[src/rtl/obs_wave_scheduler.sv]
// Obstacle spawn scheduler: owns the obstacle slot pool, paces spawns per frame,
// releases slots on hit/bottom events and advances the level after each wave.
module obs_wave_scheduler #(
  parameter int NUM_SLOTS  = 4,
  parameter int MAX_X      = 640,
  parameter int OBS_SIZE   = 30,
  parameter int SPAWN_BASE = 60,
  parameter int SPAWN_STEP = 8,
  parameter int WAVE_LEN   = 10,
  localparam int SW = (NUM_SLOTS > 1) ? $clog2(NUM_SLOTS) : 1
) (
  input  logic                 clk,
  input  logic                 rst,
  input  logic                 refr_tick,
  input  logic                 game_run,
  input  logic                 new_game,
  input  logic [9:0]           rand_val,
  input  logic                 hit_valid,
  input  logic [SW-1:0]        hit_slot,
  input  logic                 bottom_valid,
  input  logic [SW-1:0]        bottom_slot,
  output logic                 spawn_valid,
  output logic [SW-1:0]        spawn_slot,
  output logic [9:0]           spawn_x,
  output logic [NUM_SLOTS-1:0] slot_active,
  output logic [1:0]           level,
  output logic                 level_up,
  output logic [3:0]           kill_cnt,
  output logic                 miss,
  output logic [1:0]           fsm_state
);

  localparam int CW = $clog2(SPAWN_BASE + 1);
  localparam int NW = $clog2(WAVE_LEN + 1);
  localparam logic [9:0] X_LIM = 10'(MAX_X - OBS_SIZE);

  localparam logic [1:0] S_IDLE  = 2'd0;
  localparam logic [1:0] S_COUNT = 2'd1;
  localparam logic [1:0] S_SPAWN = 2'd2;
  localparam logic [1:0] S_CLEAR = 2'd3;

  // Handshake: spawn_valid, hit_valid, bottom_valid and miss/level_up are
  // single-cycle valid-only events with no ready; the receiver must take them
  // in the cycle they are high. spawn_slot/spawn_x hold between spawns.

  logic [1:0]           state;
  logic [CW-1:0]        frame_cnt;
  logic [NW-1:0]        spawned;

  logic                 free_found;
  logic [SW-1:0]        free_idx;
  logic                 hit_ok;
  logic                 bot_ok;
  logic                 spawn_go;
  logic                 wave_done;
  logic                 last_spawn;
  logic [NUM_SLOTS-1:0] rel_mask;
  logic [NUM_SLOTS-1:0] set_mask;
  logic [1:0]           level_nxt;
  logic [CW-1:0]        period_nxt;
  logic [9:0]           x_nxt;

  assign fsm_state = state;

  function automatic logic [CW-1:0] period_of(input logic [1:0] lvl);
    return CW'(SPAWN_BASE - int'(lvl) * SPAWN_STEP);
  endfunction

  // Lowest-index free slot, taken from the registered mask only.
  always_comb begin
    free_found = 1'b0;
    free_idx   = '0;
    for (int i = NUM_SLOTS - 1; i >= 0; i--) begin
      if (!slot_active[i]) begin
        free_found = 1'b1;
        free_idx   = SW'(i);
      end
    end
  end

  always_comb begin
    hit_ok = hit_valid && slot_active[hit_slot];
    // A hit on the same slot as a bottom event wins: one kill, no miss.
    bot_ok = bottom_valid && slot_active[bottom_slot] &&
             !(hit_ok && (hit_slot == bottom_slot));
    rel_mask = '0;
    if (hit_ok) rel_mask[hit_slot] = 1'b1;
    if (bot_ok) rel_mask[bottom_slot] = 1'b1;
    spawn_go = (state == S_SPAWN) && free_found;
    set_mask = '0;
    if (spawn_go) set_mask[free_idx] = 1'b1;
    wave_done  = (state == S_CLEAR) && (slot_active == '0);
    last_spawn = (spawned + NW'(1)) == NW'(WAVE_LEN);
    if (new_game) begin
      level_nxt = 2'd0;
    end else if (game_run && wave_done && (level != 2'd3)) begin
      level_nxt = level + 2'd1;
    end else begin
      level_nxt = level;
    end
    period_nxt = period_of(level_nxt);
    x_nxt = (rand_val > X_LIM) ? (rand_val - (X_LIM + 10'd1)) : rand_val;
  end

  always_ff @(posedge clk or posedge rst) begin
    if (rst) begin
      state       <= S_IDLE;
      frame_cnt   <= '0;
      spawned     <= '0;
      spawn_valid <= 1'b0;
      spawn_slot  <= '0;
      spawn_x     <= '0;
      slot_active <= '0;
      level       <= 2'd0;
      level_up    <= 1'b0;
      kill_cnt    <= 4'd0;
      miss        <= 1'b0;
    end else begin
      spawn_valid <= 1'b0;
      level_up    <= 1'b0;
      miss        <= 1'b0;
      level       <= level_nxt;
      if (!game_run) begin
        state       <= S_IDLE;
        slot_active <= '0;
        kill_cnt    <= 4'd0;
        spawned     <= '0;
        frame_cnt   <= '0;
      end else begin
        // Spawn-set and release-clear are disjoint: spawn picks a bit that is 0.
        slot_active <= (slot_active & ~rel_mask) | set_mask;
        miss        <= bot_ok;
        if (wave_done) begin
          kill_cnt <= 4'd0;
        end else if (hit_ok && (kill_cnt != 4'hF)) begin
          kill_cnt <= kill_cnt + 4'd1;
        end
        case (state)
          S_IDLE: begin
            frame_cnt <= period_nxt;
            state     <= S_COUNT;
          end
          S_COUNT: begin
            if (refr_tick) begin
              if (frame_cnt <= CW'(1)) begin
                frame_cnt <= '0;
                state     <= S_SPAWN;
              end else begin
                frame_cnt <= frame_cnt - CW'(1);
              end
            end
          end
          S_SPAWN: begin
            if (spawn_go) begin
              spawn_valid <= 1'b1;
              spawn_slot  <= free_idx;
              spawn_x     <= x_nxt;
              frame_cnt   <= period_nxt;
              spawned     <= spawned + NW'(1);
              state       <= last_spawn ? S_CLEAR : S_COUNT;
            end
          end
          S_CLEAR: begin
            if (wave_done) begin
              level_up  <= 1'b1;
              spawned   <= '0;
              frame_cnt <= period_nxt;
              state     <= S_COUNT;
            end
          end
          default: state <= S_IDLE;
        endcase
      end
    end
  end

endmodule

[config.mk]
export PLATFORM = sky130hd
export DESIGN_NAME = obs_wave_scheduler
export DESIGN_NICKNAME = d
export VERILOG_FILES = /design/src/rtl/obs_wave_scheduler.sv
export SDC_FILE = /design/constraint.sdc
export NUM_CORES = 1
export LEC_CHECK = 0
export BUFFER_PORTS_ARGS = -buffer_cell sky130_fd_sc_hd__buf_2
export CORE_UTILIZATION = 35
export DETAILED_ROUTE_END_ITERATION = 10
export PLACE_DENSITY_LB_ADDON = 0.25
export SLEW_MARGIN = 20
export SYNTH_ARGS = -nofsm -noshare
export SYNTH_HDL_FRONTEND = slang
export SYNTH_SLANG_ARGS = --single-unit
export TNS_END_PERCENT = 10
[constraint.sdc]
create_clock -name clk -period 5 [get_ports clk]
set_clock_uncertainty 0.2 [all_clocks]
set_input_delay 0.25 -clock clk [delete_from_list [all_inputs] [get_ports clk]]
set_output_delay 0.25 -clock clk [all_outputs]
set_load 0.005 [all_outputs]
# Yosys cells after proc, flatten, opt, wreduce, memory -nomap -nowiden
# Index checks and enable logic that the tools add are counted.
dict set report totals {
  inputBits 21
  ramBits 0
  latchBits 0
  word_cells 113
  ff_bits 37
  memories 0
  mem_bits_ro 0
  output_inout_bits 27
}
dict set report op_classes {
  div_mod_pow 0
  bitwise_logic 4
  mux 52
  n_eq_ne 13
  n_addsub 6
  multipliers 0
  n_shift 0
  reduce_logical 19
  order_cmp 8
}
# op n
set op_table {}
lappend op_table {{2-to-1 mux 4 bit} 10}
lappend op_table {{2-to-1 mux 6 bit} 5}
lappend op_table {{2-to-1 mux 2 bit} 12}
lappend op_table {{case mux 6 bit (4 select lines)} 1}
lappend op_table {{2-to-1 mux 1 bit} 16}
lappend op_table {{logical AND 1 bit} 12}
lappend op_table {{inequality test 3 bit, second input constant} 4}
lappend op_table {{greater-than comparator 10 bit, second input constant} 1}
lappend op_table {{2-to-1 mux 10 bit} 1}
lappend op_table {{subtractor 10 bit, second input constant} 1}
lappend op_table {{less-than comparator 2 x 3 -> 1 bit, second input constant} 3}
lappend op_table {{AND reduction 3 bit} 3}
lappend op_table {{adder 4 x 1 -> 4 bit, second input constant} 2}
lappend op_table {{bitwise OR 4 bit} 2}
lappend op_table {{case mux 2 bit (4 select lines)} 1}
lappend op_table {{case mux 4 bit (2 select lines)} 1}
lappend op_table {{demux 1 bit (select 2 bit)} 3}
lappend op_table {{greater-or-equal comparator 2 x 1 -> 1 bit, second input constant} 3}
lappend op_table {{less-or-equal comparator 6 x 1 -> 1 bit, second input constant} 1}
lappend op_table {{inequality test 3 x 1 -> 1 bit, second input constant} 2}
lappend op_table {{subtractor 6 x 1 -> 6 bit, second input constant} 1}
lappend op_table {{subtractor 6 x 5 -> 6 bit, first input constant} 1}
lappend op_table {{bitwise AND 4 bit} 1}
lappend op_table {{binary-select mux 1 bit (select 2 bit)} 2}
lappend op_table {{other kinds (12)} 13}

# Longest topological paths before layout
# Gate-level depths: netlist of run 1.
dict set report logic_depth {
  ltp_word 11
  ltp_mapped 9
  depth_no_buf 7
}

# Worst setup path before layout of run 1
# Ideal clock, no wire load.
dict set report synth_path {
  path_type {register -> register}
  start {reg slot_active[2]}
  end {reg frame_cnt[4]}
  stages_incl_launch_ff 7
  setup_time_ns 0.101
  arrival_ns 1.992
  t_required_ns 4.699
  setup_slack_ns 2.707
  n_path_buf 2
  synth_period_minus_slack_ns 2.293
  path_cell_list {dfrtp_1 > buf_6 > or4_4 > buf_6 > nor3_2 > mux2_2 > o32ai_1}
}
dict set report synth_via {
  elab_chain_len 10
  word_cells_on_any_way 18
  classes_between {1 x add/sub; 2 x eq/ne; 9 x mux; 6 x reduce/logical}
}
# element line_no
set synth_lines {}
lappend synth_lines {{from (decl)} 25} ;# output logic [NUM_SLOTS-1:0] slot_active,
lappend synth_lines {{from (signal assigned)} 131} ;# slot_active <= (slot_active & ~rel_mask) | set_mask;
lappend synth_lines {{zero test 4 bit} 92} ;# wave_done = (state == S_CLEAR) && (slot_active == '0);
lappend synth_lines {{logical AND 1 bit} 92}
lappend synth_lines {{logical AND 1 bit (2 in a row)} 96} ;# end else if (game_run && wave_done && (level != 2'd3)) begin
lappend synth_lines {{2-to-1 mux 2 bit} 96}
lappend synth_lines {{2-to-1 mux 2 bit} 94} ;# if (new_game) begin
lappend synth_lines {{subtractor 6 x 5 -> 6 bit} 66} ;# return CW'(SPAWN_BASE - int'(lvl) * SPAWN_STEP);
lappend synth_lines {{2-to-1 mux 6 bit, on equally long branches} {164, 154}}
lappend synth_lines {{case mux 6 bit (4 select lines)} 138} ;# case (state)
lappend synth_lines {{2-to-1 mux 6 bit} 123} ;# if (!game_run) begin
lappend synth_lines {{to (signal assigned)} 140} ;# frame_cnt <= period_nxt;
lappend synth_lines {{to (signal assigned)} 149} ;# frame_cnt <= frame_cnt - CW'(1);
lappend synth_lines {{to (signal assigned)} 167} ;# frame_cnt <= period_nxt;
lappend synth_lines {{to (decl)} 47} ;# logic [CW-1:0] frame_cnt;
# Parallel ways exist; a longest one is shown, timed or not. The select of a mux whose other input is x is not followed.
# A chain may end at the register's enable or synchronous reset.

# Worst setup path in the final report of run 1
dict set report layout_path {
  start {reg state[0] (netlist: fsm_state[0])}
  end {reg spawn_x[8]}
}
dict set report layout_via {
  elab_chain_len 3
}
# element line_no
set layout_lines {}
lappend layout_lines {{from (decl)} 46} ;# logic [1:0] state;
lappend layout_lines {{from (signal assigned)} 160} ;# state <= last_spawn ? S_CLEAR : S_COUNT;
lappend layout_lines {{equality test 2 bit *} {89, 138}}
lappend layout_lines {{logical AND 1 bit} 89} ;# spawn_go = (state == S_SPAWN) && free_found;
lappend layout_lines {{AND reduction 3 bit (no line) *} --}
lappend layout_lines {{to (signal assigned)} 157} ;# spawn_x <= x_nxt;
lappend layout_lines {{to (decl)} 24} ;# output logic [9:0] spawn_x,
# Every way passes the cells marked *; elsewhere a longest branch is shown, timed or not.

==> results by group, run 1 <==
Placement
  – Dpl hpwl: ~4.1 mm
  – Placed insts: 375
  – Port Buffers: 47
  – GP Congestion: 0.803
  – Dpl cell area: roughly 2700 um^2

Synth
  – Syn Std Cell Area: around 2400 um^2
  – Top cells by area, synth: dfrtp_1 39%, ha_1 6.3%, o21ai_0 3.4%
  – Primary FF master, synth: dfrtp_1
  – Seq cells post-synth: 37
  – Synth async-reset ratio: 1.00
  – Most instantiated cells after synthesis: 37 x dfrtp_1, 20 x nor2_1, 18 x inv_1, 16 x o21ai_0, 15 x nand2_1
  – Syn Inst Count: 260
  – Area share of fa/ha/maj cells after synthesis: 0.0634
  – Simple-Gate Fraction of Synth Area: 0.208
  – Main combinational cell family by area after synthesis: compound AO/OA/AOI/OAI gates
  – Synth top area share: 0.391
  – Post-synth cell types: 54
  – XOR/XNOR Fraction of Synth Area: 0.0222
  – EDFF count, synth: 0
  – Post-synthesis mux area share: 0.0407
  – Compound-cell area share of the yosys netlist: 0.224
  – Syn Nets: slightly below 300
  – Synth area leader: dfrtp_1
  – Register area share after synthesis: 0.391
  – Top-count cell post-synth: dfrtp_1
  – Syn Area/Cell: around 9.1 um^2
  – Yosys warning count: 0

STA
  – Final hold violations: 0
  – Fin crit share: 0.481
  – Final setup fails: 0
  – Slew @ Worst Pin: 0.673 ns
  – Setup TNS: 0 ns
  – Minimum clock period: approximately 2.4 ns
  – Rel. slew slack: 0.540
  – Max-slew violation count: 0
  – Max Freq: 0.416 GHz
  – RSZ-0062 raised after global routing: false

Die
  – Floorplan Core Area: 6420 um^2
  – FP Rows: 29
  – Die H: 84.2 um
  – Die area: 7100 um^2
  – Die X: 84.2 um
  – Io pins: 48
  – Starting Density: 0.369

Routing
  – Initial DRC count: 89
  – Final WL: between 5 and 6 mm
  – Wire per inst: 14.1 um
  – First-pass detailed-route iteration total: 7
  – DRC: 8
  – Via density: 5.49
  – Routed Antenna Nets: 0
  – Via Count: 2118

Outcome
  – Status: complete, but fails checks
  – Failing checks: design-rule violations

Min path
  – Worst hold path type: primary input to flip-flop

Worst setup path
  – Crit path DAT: about 2.4 ns
  – Critical Path RT: 4.97 ns
  – Crit start category: flip-flop
  – Critical path class: flip-flop to flip-flop
  – Worst setup EP type: flip-flop
  – Max FO, Critical Path: 16

Clock tree
  – Clock sink count: 37
  – # H-tree levels: 2
  – Post-CTS setup repair buffer count: 0
  – Clk_lat worst skew: 0.28 ns
  – Root Buffer: clkbuf_8
  – CTS tree: done
  – Worst-path clk slew: approximately 0.070 ns
  – Cts hold-fix bufs: 3
  – # resized after CTS: 0
  – TritonCTS Buffers: 5
  – Clk buf depth: 2

Power and ir drop
  – Max VDD drop: roughly 0.13 mV
  – Power density cells: 369 nW/um^2
  – Leakage: about 1.3 nW

Job
  – Reported max-cap violation count: 0

Global routing
  – Total GRT Usage: 0.160
  – First-pass GRT wire length: 9.17 mm
  – Antenna violations before repair: 0
  – Largest net degree at the start of global routing: 38
  – Grt total ovfl: 0
  – Vias in the first global route: 1931

Cells and area
  – Post-Layout Cell Count: just under 400
  – Layout area overhead: 16.8%
  – Layout cells sized above 1: 0.197
  – Post-layout net count: between 300 and 400
  – Antenna diode count: 0
  – Final core utilization: 0.430
  – Post-route cell area: 2760 um^2
-- cells in the final DEF, fill, tap and decap left out, types with 7 or more instances in the layout --
master | synthesis | routed
a21oi_1 | 11 | 11
a31oi_1 | 9 | 9
buf_2 | 0 | 47
dfrtp_1 | 37 | 37
ha_1 | 12 | 12
inv_1 | 18 | 18
nand2_1 | 15 | 15
nand3_1 | 7 | 7
nor2_1 | 20 | 20
nor3_1 | 12 | 12
o21ai_0 | 16 | 16
or3_1 | 8 | 8
-- layer usage --
layer,vias to the layer above,share of wire,GRT usage
met2,42,0.45,0.256
met4,0,0.011,0.0423
met5,-,0,0
li1,1065,-,-
met1,1006,0.50,0.223
met3,5,0.039,0.0295
-- final timing paths --
kind	startpoint	to	slack, ns	depth (start not counted)
max in group asynchronous	rst	spawn_x[9]	3.85	4
worst min register to register	spawn_x[0]	spawn_x[0]	0.27	2
worst max register to register	fsm_state[0]	spawn_x[8]	2.60	7
min in group asynchronous	rst	kill_cnt[1]	0.41	4
worst max-delay path	fsm_state[0]	spawn_x[8]	2.60	7
worst min-delay path	rand_val[9]	spawn_x[9]	0.06	3
-- worst max-delay path: stages, from the launching register on --
cell and delay, ns:
dfrtp_1 0.43, inv_1 0.09, ha_1 0.24, and2_0 0.32, nand2b_1 0.26, inv_1 0.40, o21ai_0 0.18, o22a_1 0.18
-- logic make-up (layout without fill, tap and decap cells) --
group                      after synthesis  after routing
adders and majority gates               12             12
DFF                                     37             37
AOI/OAI and AO/OA                       77             77
buffers and inverters                   28             77
muxes                                    8              8
xor gates and xnor gates                 6              6
and+or+nand+nor                         92             92
-- power by group --
group | switching (mW) | leakage, nW | internal [mW]
combinational | 0.197 | 0.797 | 0.173
clock | 0.102 | 0.0395 | 0.0991
sequential | 0.0686 | 0.486 | 0.379
-- sequential cells by signal, indices dropped and copies added, names as in the netlist --
name	flops
spawn_valid	1
spawn_slot	2
level	2
frame_cnt	6
slot_active	4
spawn_x	10
spawned	4
level_up	1
fsm_state	2
miss	1
kill_cnt	4
-- cell type report --
| cell class | count | area, um^2 |
|---|---|---|
| repair buffers | 51 | 273 |
| multi-input cells | 195 | 1320 |
| clock buffers | 8 | 80.1 |
| inverters | 18 | 67.6 |
| well taps | 77 | 96.3 |
| flip-flops and latches | 37 | 926 |
| fillers | 643 | 3660 |
-- through the flow --
stage,power [mW],hold WS [ns],setup slack (ns)
after floorplan,0.691,0.116,2.71
after detailed placement,0.825,0.199,2.59
after global placement,0.823,0.198,2.69
after CTS,1.04,0.0504,2.58
after global routing,1.11,0.0697,2.38
final,1.02,0.0611,2.60
Note: power is estimated with default switching activity, not from simulation.
==> run 2, diff against run 1 <==
==> constraint.sdc (replaced) <==
create_clock -name clk -period 2.03 [get_ports clk]
set_clock_uncertainty 0.2 [all_clocks]
set_input_delay 0.1015 -clock clk [delete_from_list [all_inputs] [get_ports clk]]
set_output_delay 0.1015 -clock clk [all_outputs]
set_load 0.005 [all_outputs]
==> run 2 against run 1 <==
Compared with the run above: the run still ends with design-rule violations left; fmax is 19% higher; global-route usage is 0.78 points higher; sequential cell count stayed put; count of clock-buffer cells in the layout is 3 lower; setup slack worse by 2.6 ns; core utilization is 5.9 points higher; die area stayed put; cell count is 10% higher; power grew to 2.8 times the previous value; hold slack worse by 0.032 ns; first-iteration DRC count is 7.9% lower; largest cell class unchanged.
==> results by group, run 2 (same netlist as run 1, synthesis figures left out) <==
Outcome
  – Status: complete, but fails checks (unchanged)
  – Failing checks: design-rule violations (unchanged)

Global routing
  – Grt total ovfl: 0 (unchanged)
  – Vias in the first global route: 2292 (was 1931)
  – Largest net degree at the start of global routing: 38 (unchanged)
  – Total GRT Usage: 0.168 (was 0.160)
  – First-pass GRT wire length: 9.74 mm (was 9.17 mm)
  – Antenna violations before repair: 0 (unchanged)

Job
  – Reported max-cap violation count: 0 (unchanged)

Die
  – Io pins: 48 (unchanged)
  – FP Rows: 29 (unchanged)
  – Die H: 84.2 um (unchanged)
  – Floorplan Core Area: 6420 um^2 (unchanged)
  – Starting Density: 0.369 (unchanged)
  – Die area: 7100 um^2 (unchanged)
  – Die X: 84.2 um (unchanged)

STA
  – Slew @ Worst Pin: 0.482 ns (was 0.673 ns)
  – Minimum clock period: 2.03 ns (was 2.40 ns)
  – Final setup fails: 0 (unchanged)
  – Hold WS: 0.0295 ns (was 0.0611 ns)
  – Setup TNS: 0 ns (unchanged)
  – Fin crit share: 0.999 (was 0.481)
  – RSZ-0062 raised after global routing: true (was false)
  – Max-slew violation count: 0 (unchanged)
  – Max Freq: 0.493 GHz (was 0.416 GHz)
  – Final hold violations: 0 (unchanged)
  – Rel. slew slack: 0.679 (was 0.540)

Power and ir drop
  – Power density cells: 909 nW/um^2 (was 369 nW/um^2)
  – Max VDD drop: 0.573 mV (was 0.133 mV)
  – Leakage: 1.54 nW (was 1.32 nW)

Placement
  – Dpl hpwl: 4.25 mm (was 4.07 mm)
  – Port Buffers: 47 (unchanged)
  – GP Congestion: 0.815 (was 0.803)
  – Dpl cell area: 2890 um^2 (was 2650 um^2)

Worst setup path
  – Critical Path RT: 2.00 ns (was 4.97 ns)
  – Register-to-register setup slack: 0.002 ns (was 2.60 ns)
  – R2R depth: 4 (was 7)
  – Crit path DAT: 2.00 ns (was 2.38 ns)
  – Critical path class: flip-flop to flip-flop (unchanged)
  – Worst setup EP type: flip-flop (unchanged)
  – Reg-to-reg endpoint: fsm_state[1] (was spawn_x[8])
  – Crit start category: flip-flop (unchanged)
  – Worst reg2reg startpoint: slot_active[0] (was fsm_state[0])
  – Max FO, Critical Path: 5 (was 16)

Cells and area
  – Antenna diode count: 0 (unchanged)
  – Layout area overhead: 32.8% (was 16.8%)
  – Commonest non-fill, non-tap cell in the layout: buf_2 (unchanged)
  – Post-route cell area: 3140 um^2 (was 2760 um^2)
  – Post-layout net count: 380 (was 341)
  – Layout cells sized above 1: 0.284 (was 0.197)
  – Commonest cells after routing, fill and taps aside: 47 x buf_2, 37 x dfrtp_1, 30 x buf_4 (was 47 x buf_2, 37 x dfrtp_1, 20 x nor2_1)
  – Regs by FF count: spawn_x: 10 flops, frame_cnt: 6 flops (unchanged)
  – Largest Register: spawn_x (unchanged)
  – Max reg flops: 10 (unchanged)

Clock tree
  – Root Buffer: clkbuf_8 (unchanged)
  – Clk buf depth: 2 (unchanged)
  – Clock sink count: 37 (unchanged)
  – Worst-path clk slew: 0.08 ns (was 0.07 ns)
  – TritonCTS Buffers: 5 (unchanged)
  – Clk_lat worst skew: 0.29 ns (was 0.28 ns)
  – CTS tree: done (unchanged)
  – # H-tree levels: 2 (unchanged)

Min path
  – Worst Hold Path EP: fsm_state[0] (was spawn_x[9])
  – Worst Hold Depth: 3 (unchanged)
  – Worst hold path type: primary input to flip-flop (unchanged)
  – Hold Path Origin: game_run (was rand_val[9])

Routing
  – Wire per inst: 13.4 um (was 14.1 um)
  – Initial DRC count: 82 (was 89)
  – Via density: 5.48 (was 5.49)
  – Routed Antenna Nets: 0 (unchanged)
  – DRC: 6 (was 8)
  – First-pass detailed-route iteration total: 9 (was 7)
  – Via Count: 2327 (was 2118)
  – Final WL: 5.69 mm (was 5.44 mm)
-- run 2: cell count changes in the layout (fill, tap and decap cells not counted), sizes merged --
cell         change
buf             +29
dlygate4sd3     +10
clkbuf           -3
bufinv           +1
clkinv           +1
clkinvlp         +1
-- run 2: cell type report --
cell class,count,area (um^2)
fill,632,3280
multi-input combinational,195,1350
sequential,37,926
timing repair buffer,90,591
tap,77,96.3
clock buffer,5,68.8
inverter,18,67.6
clock inverter,3,46.3
-- run 2: stage by stage --
| step | util | setup WS, ns | power, mW | cells |
|---|---|---|---|---|
| detailed placement | 0.449 | -0.0285 | 2.20 | 403 |
| CTS | 0.489 | -0.00323 | 2.88 | 425 |
| finish | 0.489 | 0.00182 | 2.86 | 425 |
| floorplan | - | -0.171 | 1.72 | 260 |
| global route | 0.489 | -0.0527 | 3.07 | 425 |
| global placement | 0.449 | -0.0122 | 2.18 | 403 |
-- run 2: routing by layer --
metal  vias to the layer above  global-route usage  share of wire
met1                      1125               0.205           0.46
met3                         4              0.0344          0.043
li1                       1148                   -              -
met2                        50               0.297           0.49
met5                         -                   0              0
met4                         0              0.0533         0.0051
-- run 2: worst max-delay path, cell delays in order, from the launching register on --
cell and delay (ns):
dfrtp_1 0.38, or4_4 0.58, a32oi_2 0.24, and3_4 0.23
mux2_4 0.29
-- run 2: worst max path at each step --
stage	start	endpoint	slack, ns	depth (start not counted)
4_1_cts	slot_active[0]	fsm_state[1]	-0.003	4
3_5_place_dp	slot_active[3]	fsm_state[1]	-0.03	4
3_3_place_gp	slot_active[3]	fsm_state[1]	-0.01	4
5_1_grt	slot_active[0]	frame_cnt[4]	-0.05	4
2_1_floorplan	slot_active[2]	fsm_state[1]	-0.17	6
6_report	slot_active[0]	fsm_state[1]	0.002	4
-- run 2: repair_timing --
item                                    CTS  global route
hold buffers                             13             0
gates resized for setup                   0             4
setup buffers                             1             0
pin swaps                                 5             1
hold endpoints to repair                 49             0
endpoints found under the setup margin    4            17
-- run 2: power breakdown --
group / switching [mW] / internal [mW] / total (mW) / leakage (nW)
clock: 0.277 / 0.368 / 0.645 / 0.0543
sequential: 0.153 / 0.934 / 1.09 / 0.486
combinational: 0.547 / 0.579 / 1.13 / 0.999
==> run 3, diff against run 2 <==
--- a/config.mk
+++ b/config.mk
@@ -6,9 +6,10 @@
 export NUM_CORES = 1
 export LEC_CHECK = 0
 export BUFFER_PORTS_ARGS = -buffer_cell sky130_fd_sc_hd__buf_2
-export CORE_UTILIZATION = 35
+export CORE_ASPECT_RATIO = 1.2
+export CORE_UTILIZATION = 30
 export DETAILED_ROUTE_END_ITERATION = 10
-export PLACE_DENSITY_LB_ADDON = 0.25
+export PLACE_DENSITY = 0.59
 export SLEW_MARGIN = 20
 export SYNTH_ARGS = -nofsm -noshare
 export SYNTH_HDL_FRONTEND = slang
==> run 3 against run 2 <==
Compared with the run above: the run ends with negative setup slack left; global-route usage shrank 1.9 points; wire length increased by 6.1%; count of clock-buffer cells in the layout unchanged; combinational power hardly changed; die area increased by 16%; sequential share of layout area shrank 0.60 points; critical path depth stayed put; sequential power about the same; cell count is 3.5% higher; first-iteration DRC count is 15% higher; register-to-register slack hardly changed; critical endpoint unchanged; highest routed layer unchanged.
==> results by group, run 3 (same netlist as run 1, synthesis figures left out) <==
Min path
  – Worst Hold Path EP: spawn_x[0] (was fsm_state[0])
  – Worst hold path type: primary input to flip-flop (unchanged)
  – Worst Hold Depth: 4 (was 3)
  – Hold Path Origin: rand_val[0] (was game_run)

Power and ir drop
  – Power density cells: 929 nW/um^2 (was 909 nW/um^2)
  – Max VDD drop: 0.728 mV (was 0.573 mV)
  – Leakage: 1.54 nW (about the same)
  – Pwr Total: 2.98 mW (was 2.86 mW)

Worst setup path
  – Crit path DAT: 2.01 ns (was 2.00 ns)
  – R2R depth: 4 (unchanged)
  – Crit. Startpoint: slot_active[3] (was slot_active[0])
  – Reg-to-reg endpoint: fsm_state[1] (unchanged)
  – Worst reg2reg startpoint: slot_active[3] (was slot_active[0])
  – Max FO, Critical Path: 6 (was 5)
  – Crit start category: flip-flop (unchanged)
  – Critical Path RT: 2.00 ns (about the same)
  – Worst setup EP type: flip-flop (unchanged)
  – Critical path class: flip-flop to flip-flop (unchanged)
  – Register-to-register setup slack: -0.006 ns (was 0.002 ns)

Placement
  – Dpl cell area: 2900 um^2 (was 2890 um^2)
  – Place WS: -0.0590 ns (was -0.0285 ns)
  – GP Congestion: 0.831 (was 0.815)
  – Dpl hpwl: 4.36 mm (was 4.25 mm)
  – Port Buffers: 47 (unchanged)

Clock tree
  – # H-tree levels: 2 (unchanged)
  – CTS tree: done (unchanged)
  – Clk_lat worst skew: 0.28 ns (was 0.29 ns)
  – Worst-path clk slew: 0.08 ns (about the same)
  – Root Buffer: clkbuf_8 (unchanged)
  – TritonCTS Buffers: 5 (unchanged)
  – Clk buf depth: 2 (unchanged)
  – Clock sink count: 37 (unchanged)

Routing
  – Wire per inst: 13.7 um (was 13.4 um)
  – Final WL: 6.03 mm (was 5.69 mm)
  – First-pass detailed-route iteration total: 4 (was 9)
  – DRC: 0 (was 6)
  – Initial DRC count: 94 (was 82)
  – Via density: 5.24 (was 5.48)
  – Via Count: 2304 (was 2327)
  – Routed Antenna Nets: 0 (unchanged)

STA
  – Max-slew violation count: 0 (unchanged)
  – Setup slack after layout: -0.00573 ns (was 0.00182 ns)
  – RSZ-0062 raised after global routing: true (unchanged)
  – Fin crit share: 1.00 (was 0.999)
  – Slew @ Worst Pin: 0.505 ns (was 0.482 ns)
  – Setup TNS: -0.00573 ns (was 0 ns)
  – Rel. slew slack: 0.664 (was 0.679)
  – Final setup fails: 1 (was 0)
  – Minimum clock period: 2.04 ns (was 2.03 ns)
  – Hold WS: 0.0409 ns (was 0.0295 ns)
  – Max Freq: 0.491 GHz (was 0.493 GHz)
  – Final hold violations: 0 (unchanged)

Outcome
  – Status: complete, but fails checks (unchanged)
  – Failing checks: negative setup slack (was design-rule violations)

Job
  – Reported max-cap violation count: 0 (unchanged)

Cells and area
  – Max reg flops: 10 (unchanged)
  – Largest Register: spawn_x (unchanged)
  – Layout area overhead: 35.5% (was 32.8%)
  – Post-route cell area: 3210 um^2 (was 3140 um^2)
  – Regs by FF count: spawn_x: 10 flops, frame_cnt: 6 flops (unchanged)
  – Commonest non-fill, non-tap cell in the layout: buf_2 (unchanged)
  – Antenna diode count: 0 (unchanged)
  – Commonest cells after routing, fill and taps aside: 47 x buf_2, 37 x dfrtp_1, 28 x buf_4 (was 47 x buf_2, 37 x dfrtp_1, 30 x buf_4)
  – Post-layout net count: 380 (unchanged)
  – Layout cells sized above 1: 0.282 (was 0.284)

Global routing
  – Antenna violations before repair: 0 (unchanged)
  – Largest net degree at the start of global routing: 38 (unchanged)
  – Grt total ovfl: 0 (unchanged)
  – Vias in the first global route: 2197 (was 2292)
  – Total GRT Usage: 0.149 (was 0.168)
  – First-pass GRT wire length: 10.1 mm (was 9.74 mm)

Die
  – Die area: 8250 um^2 (was 7100 um^2)
  – Floorplan Core Area: 7660 um^2 (was 6420 um^2)
  – Starting Density: 0.309 (was 0.369)
  – Die H: 99.3 um (was 84.2 um)
  – Io pins: 48 (unchanged)
  – Die X: 83.1 um (was 84.2 um)
  – FP Rows: 35 (was 29)
[run 3: cell count changes in the layout (fill, tap and decap cells not counted), sizes merged]
cell	delta
buf	-1
dlygate4sd3	+1
clkinvlp	-1
bufinv	+1
[run 3: worst max path at each step]
stage / endpoint / slack [ns] / cells past startpoint
detailed placement: fsm_state[1] / -0.06 / 4
global placement: fsm_state[1] / -0.01 / 4
global route: frame_cnt[0] / -0.09 / 4
CTS: fsm_state[1] / -0.02 / 4
finish: fsm_state[1] / -0.006 / 4
floorplan: fsm_state[1] / -0.17 / 6
[run 3: cell type report]
type	instances	area, um^2
sequential	37	926
tap	92	115
clock buffer	5	68.8
timing repair buffer	90	606
clock inverter	3	65.1
fill	746	4460
inverter	18	67.6
multi-input combinational	195	1360
[run 3: per-layer routing]
layer	GRT usage	wire (um)
met4	0.0424	51
met2	0.274	3120
met3	0.0332	297
met5	0	0
met1	0.173	2570
[run 3: per-stage QoR]
step / instances / util
2_1_floorplan: 260 / -
3_3_place_gp: 416 / 0.379
3_5_place_dp: 416 / 0.379
4_1_cts: 440 / 0.416
5_1_grt: 440 / 0.419
6_report: 440 / 0.419
[run 3: worst max-delay path, cell delays in order (launching register included)]
cell and delay [ns]:
dfrtp_1 0.38, or4_4 0.60, a32oi_4 0.23, and3_4 0.23
mux2_4 0.29
[run 3: timing repair]
item                       CTS  global route
setup buffers                2             0
hold buffers                14             0
pin swaps                    5             1
gates resized for setup      0             5
hold endpoints to repair    50             0
setup endpoints to repair    3            17
[run 3: power by group]
| group | leakage [nW] | switching [mW] | internal [mW] |
|---|---|---|---|
| clock | 0.0681 | 0.266 | 0.488 |
| combinational | 0.990 | 0.573 | 0.573 |
| sequential | 0.486 | 0.148 | 0.933 |
| total | 1.54 | 0.986 | 1.99 |
